**config.mk**
```make
export PLATFORM = sky130hd
export DESIGN_NAME = mem_scan_cmp
export DESIGN_NICKNAME = d
export VERILOG_FILES = /design/src/rtl/mips_result_checker_mem_scan_cmp.sv
export SDC_FILE = /design/constraint.sdc
export NUM_CORES = 1
export LEC_CHECK = 0
export ABC_AREA = 1
export CAP_MARGIN = 25
export CELL_PAD_IN_SITES_DETAIL_PLACEMENT = 1
export CELL_PAD_IN_SITES_GLOBAL_PLACEMENT = 1
export CORE_ASPECT_RATIO = 0.7
export CORE_MARGIN = 10
export CORE_UTILIZATION = 24
export DETAILED_ROUTE_END_ITERATION = 12
export GPL_TIMING_DRIVEN = 1
export MAX_ROUTING_LAYER = met4
export PLACE_DENSITY = 0.91
export SETUP_SLACK_MARGIN = 0.15
export SLEW_MARGIN = 20
export SYNTH_ARGS = -nofsm -noshare
export SYNTH_HDL_FRONTEND = slang
export SYNTH_SLANG_ARGS = --single-unit
```
**constraint.sdc**
```tcl
create_clock -name i_clk -period 2.5 [get_ports i_clk]
set_input_delay 0.25 -clock i_clk [delete_from_list [all_inputs] [get_ports i_clk]]
set_output_delay 0.25 -clock i_clk [all_outputs]
set_load 0.02 [all_outputs]
```
**src/rtl/mips_result_checker_mem_scan_cmp.sv**
```systemverilog
// Memory scan: walks word addresses while i_scan is high and compares
// the DUT/golden words returned one cycle later.
module mem_scan_cmp #(
    parameter int MEM_SIZE = 64,
    parameter int DATA_W   = 32,
    localparam int ADDR_W  = $clog2(MEM_SIZE),
    localparam int MERR_W  = $clog2(MEM_SIZE + 1)
) (
    input  logic              i_clk,
    input  logic              i_rst,
    input  logic              i_scan,
    output logic [ADDR_W-1:0] o_mem_addr,
    output logic              o_mem_re,
    output logic              o_last,
    input  logic [DATA_W-1:0] i_dut_word,
    input  logic [DATA_W-1:0] i_gold_word,
    output logic [MERR_W-1:0] o_err_cnt,
    output logic              o_hit
);
    localparam logic [ADDR_W-1:0] ADDR_LAST = ADDR_W'(MEM_SIZE - 1);

    logic [ADDR_W-1:0] addr_q, addr_d;
    logic              cmp_q;
    logic [MERR_W-1:0] err_q, err_d;
    logic              last;
    logic              hit;

    always_comb begin
        last   = i_scan && (addr_q == ADDR_LAST);
        addr_d = (i_scan && !last) ? addr_q + ADDR_W'(1) : addr_q;
        // 4-state compare so X on either word counts as a mismatch
        hit    = cmp_q && (i_dut_word !== i_gold_word);
        err_d  = err_q + MERR_W'(hit);
    end

    always_ff @(posedge i_clk) begin
        if (i_rst) begin
            addr_q <= '0;
            cmp_q  <= 1'b0;
            err_q  <= '0;
        end else begin
            addr_q <= addr_d;
            cmp_q  <= i_scan;
            err_q  <= err_d;
        end
    end

    assign o_mem_addr = addr_q;
    assign o_mem_re   = i_scan;
    assign o_last     = last;
    assign o_err_cnt  = err_q;
    assign o_hit      = hit;

endmodule

```
==> flow_summary.json, run 1 <==
{
  "status": "finished, final reports clean",
  "dp_hpwl_mm": 4.29,
  "max_freq_mhz": 467,
  "die-area_um2": 8650,
  "grt_max_degree": 9,
  "route.detailed.drc": 0,
  "fin_crit_sh_pct": 85.7,
  "die_h_um": 80.9,
  "ioPinCount": 83,
  "avgSynthCellArea_um2": 5.16,
  "cts_htree_levels": 1,
  "final_common_cell": "nand2_1",
  "fillers": 723,
  "clk_latency_ns": 0.25,
  "die_w_um": 107,
  "synth.ff_latch_count": 14,
  "final_cell_count_no_fill": 402,
  "relSlewSlack_pct": 79.5,
  "timing.setup.tns_ns": 0,
  "r2r-start": "cmp_q",
  "rsz0062_at_grt": "false",
  "slew_violations": 0,
  "max_cap_violations": 0,
  "layout-drive-gt1-share_pct": 3.64,
  "tightest_slew_ns": 0.306,
  "min_from": "o_mem_addr[0]",
  "syn2layout_area_growth_pct": 75.3,
  "synth_cell_type_count": 22,
  "worstHoldEndpoint": "o_mem_addr[0]",
  "clockBufferDepth": 2,
  "r2r_slack_ns": 1.08,
  "crit_type": "reg2out",
  "fin_crit_ns": 2.14,
  "clkTransAtPathRegs_ns": 0.06,
  "critical_path_arrival_ns": 1.89,
  "grt_pass1_wl_mm": 7.57,
  "post-cts-setup-buffers": 0,
  "num_rows": 22,
  "place_ws_ns": 0.101,
  "top_usage_layer": "met2",
  "num-nets-final": 401,
  "ys_seq_area_share_pct": 22.1,
  "setup_viol": 0,
  "post-route-worst-setup-slack_ns": 0.358,
  "grtUsageMet2_pct": 20.7,
  "power_density_nw_per_um2": 310,
  "gp_congestion": 0.783,
  "fin_worst_skew_ns": 0.000924,
  "num_vias": 1664,
  "required_ns": 2.25,
  "syn-cell-area_um2": 1270,
  "hold_class": "reg2reg",
  "antenna_left": 0,
  "met3_usage_pct": 2.29,
  "firstDrtPassIters": 2,
  "wl_per_cell_um": 11.8,
  "p_leak_nw": 1.17,
  "vias_per_cell": 4.14,
  "synth_fp_nets": 316,
  "core_area_um2": 5170,
  "first_iter_violations": 21,
  "crit_fanout": 5,
  "grt_pass1_vias": 1718,
  "final_cell_mix": "nand2_1 (83), clkdlybuf4s50_1 (81), inv_1 (57), nor2_1 (57), dfxtp_1 (14)",
  "r2r-end": "o_err_cnt[6]",
  "antenna_found_initial": 0,
  "gr-usage-met1_pct": 11.7,
  "yosysWarnings": 0,
  "cts_root_buffer": "clkbuf_8",
  "holdBufCountCts": 0,
  "cts_sinks": 14,
  "place_inst": 398,
  "cts_buffers": 3,
  "holdWs_ns": 0.511,
  "min_path_cells": 1,
  "cp-end-kind": "output pin",
  "postSynthCellCount": 246,
  "drt-total-wl_mm": 4.74,
  "start_util_pct": 24.5,
  "r2r_cells": 9,
  "n_antenna_cell": 0,
  "hold_violations": 0,
  "ctsResizeCount": 0,
  "tritoncts": "done",
  "grt_overflow_total": 0,
  "grt.total_usage_pct": 10.9,
  "io_buffers": 82,
  "startpoint_type": "register",
  "vdd_drop_max_uv": 230
}
[routing by layer]
metal  up-vias  part of all wire, %
li1        874                    -
met1       744                   46
met2        44                   51
met3         2                  3.3
met4         0                 0.38
met5         -                    0
[stage by stage]
stage / power [mW] / cell area, µm² / util, %
final: 0.689 / 2230 / 43.0
after global routing: 0.739 / 2230 / 43.0
after CTS: 0.700 / 2220 / 42.9
after detailed placement: 0.474 / 2170 / 41.9
after global placement: 0.463 / 2170 / 41.9
after floorplan: 0.328 / 1270 / -
[sequential cells by signal, summed over array words and instances (netlist names)]
signal / count
o_mem_addr: 6
cmp_q: 1
o_err_cnt: 7
[cell families (layout without fill, tap and decap cells)]
kind of cell | after synthesis | after routing | synth area share [%]
adders and majority gates | 3 | 3 | 2.96
and+or+nand+nor | 153 | 153 | 48.2
buffers and inverters | 61 | 145 | 18.8
xor gates and xnor gates | 5 | 5 | 3.45
DFF | 14 | 14 | 22.1
AOI/OAI and AO/OA | 10 | 10 | 4.53
[layout make-up]
cell class | count | area [µm²] | area share, %
clock buffer | 4 | 55.1 | 2.47
inverter | 59 | 224 | 10.1
multi-input combinational | 171 | 753 | 33.8
sequential | 14 | 280 | 12.6
tap | 72 | 90.1 | 4.05
timing repair buffer | 82 | 823 | 37.0
[synthesized netlist by cell type]
cell | number | area [µm²]
nand2_1 | 83 | 312
inv_1 | 57 | 214
nor2_1 | 57 | 214
dfxtp_1 | 14 | 280
xor2_1 | 5 | 43.8
a21oi_1 | 4 | 20.0
nand3_1 | 4 | 20.0
ha_1 | 3 | 37.5
nor3_1 | 3 | 15.0
o21ai_0 | 3 | 15.0
buf_4 | 2 | 15.0
a21oi_2 | 1 | 8.76
and3_1 | 1 | 6.26
inv_2 | 1 | 3.75
inv_4 | 1 | 6.26
nand2_2 | 1 | 6.26
nand2_4 | 1 | 11.3
nand3_2 | 1 | 10.0
nand4_1 | 1 | 6.26
nor2_4 | 1 | 11.3
o21ai_1 | 1 | 5.00
o221ai_1 | 1 | 8.76
[power by group]
group | total (mW) | leakage [nW] | switching [mW] | internal, mW
registers | 0.235 | 0.114 | 0.00567 | 0.229
clock network | 0.223 | 0.0288 | 0.0836 | 0.140
logic | 0.231 | 1.03 | 0.0926 | 0.138
[worst max path at each step]
stage	to	slack, ns	startpoint	cells past startpoint
2_1_floorplan	o_err_cnt[6]	0.66	i_dut_word[18]	16
3_3_place_gp	o_err_cnt[6]	0.20	i_dut_word[15]	17
3_5_place_dp	o_err_cnt[4]	0.10	i_gold_word[1]	17
4_1_cts	o_hit	0.25	i_dut_word[10]	11
5_1_grt	o_err_cnt[4]	0.16	i_dut_word[10]	17
6_report	o_last	0.36	o_mem_addr[0]	6
[worst max-delay path: stages (launching register included)]
cell and delay (ns):
dfxtp_1 0.40, ha_1 0.21, nand2_2 0.09, nor2_4 0.12, nand3_2 0.11, nor2_1 0.10
clkdlybuf4s50_1 0.61
Note: power is estimated with default switching activity, not from simulation.
==> inputs of run 2 (changes only) <==
--- a/config.mk
+++ b/config.mk
@@ -16,7 +16,7 @@
 export GPL_TIMING_DRIVEN = 1
 export MAX_ROUTING_LAYER = met4
 export PLACE_DENSITY = 0.91
-export SETUP_SLACK_MARGIN = 0.15
+export SETUP_SLACK_MARGIN = 0.2
 export SLEW_MARGIN = 20
 export SYNTH_ARGS = -nofsm -noshare
 export SYNTH_HDL_FRONTEND = slang
==> results of run 2 <==
The final DEF is identical to that of run 1. Status: finished, final reports clean.
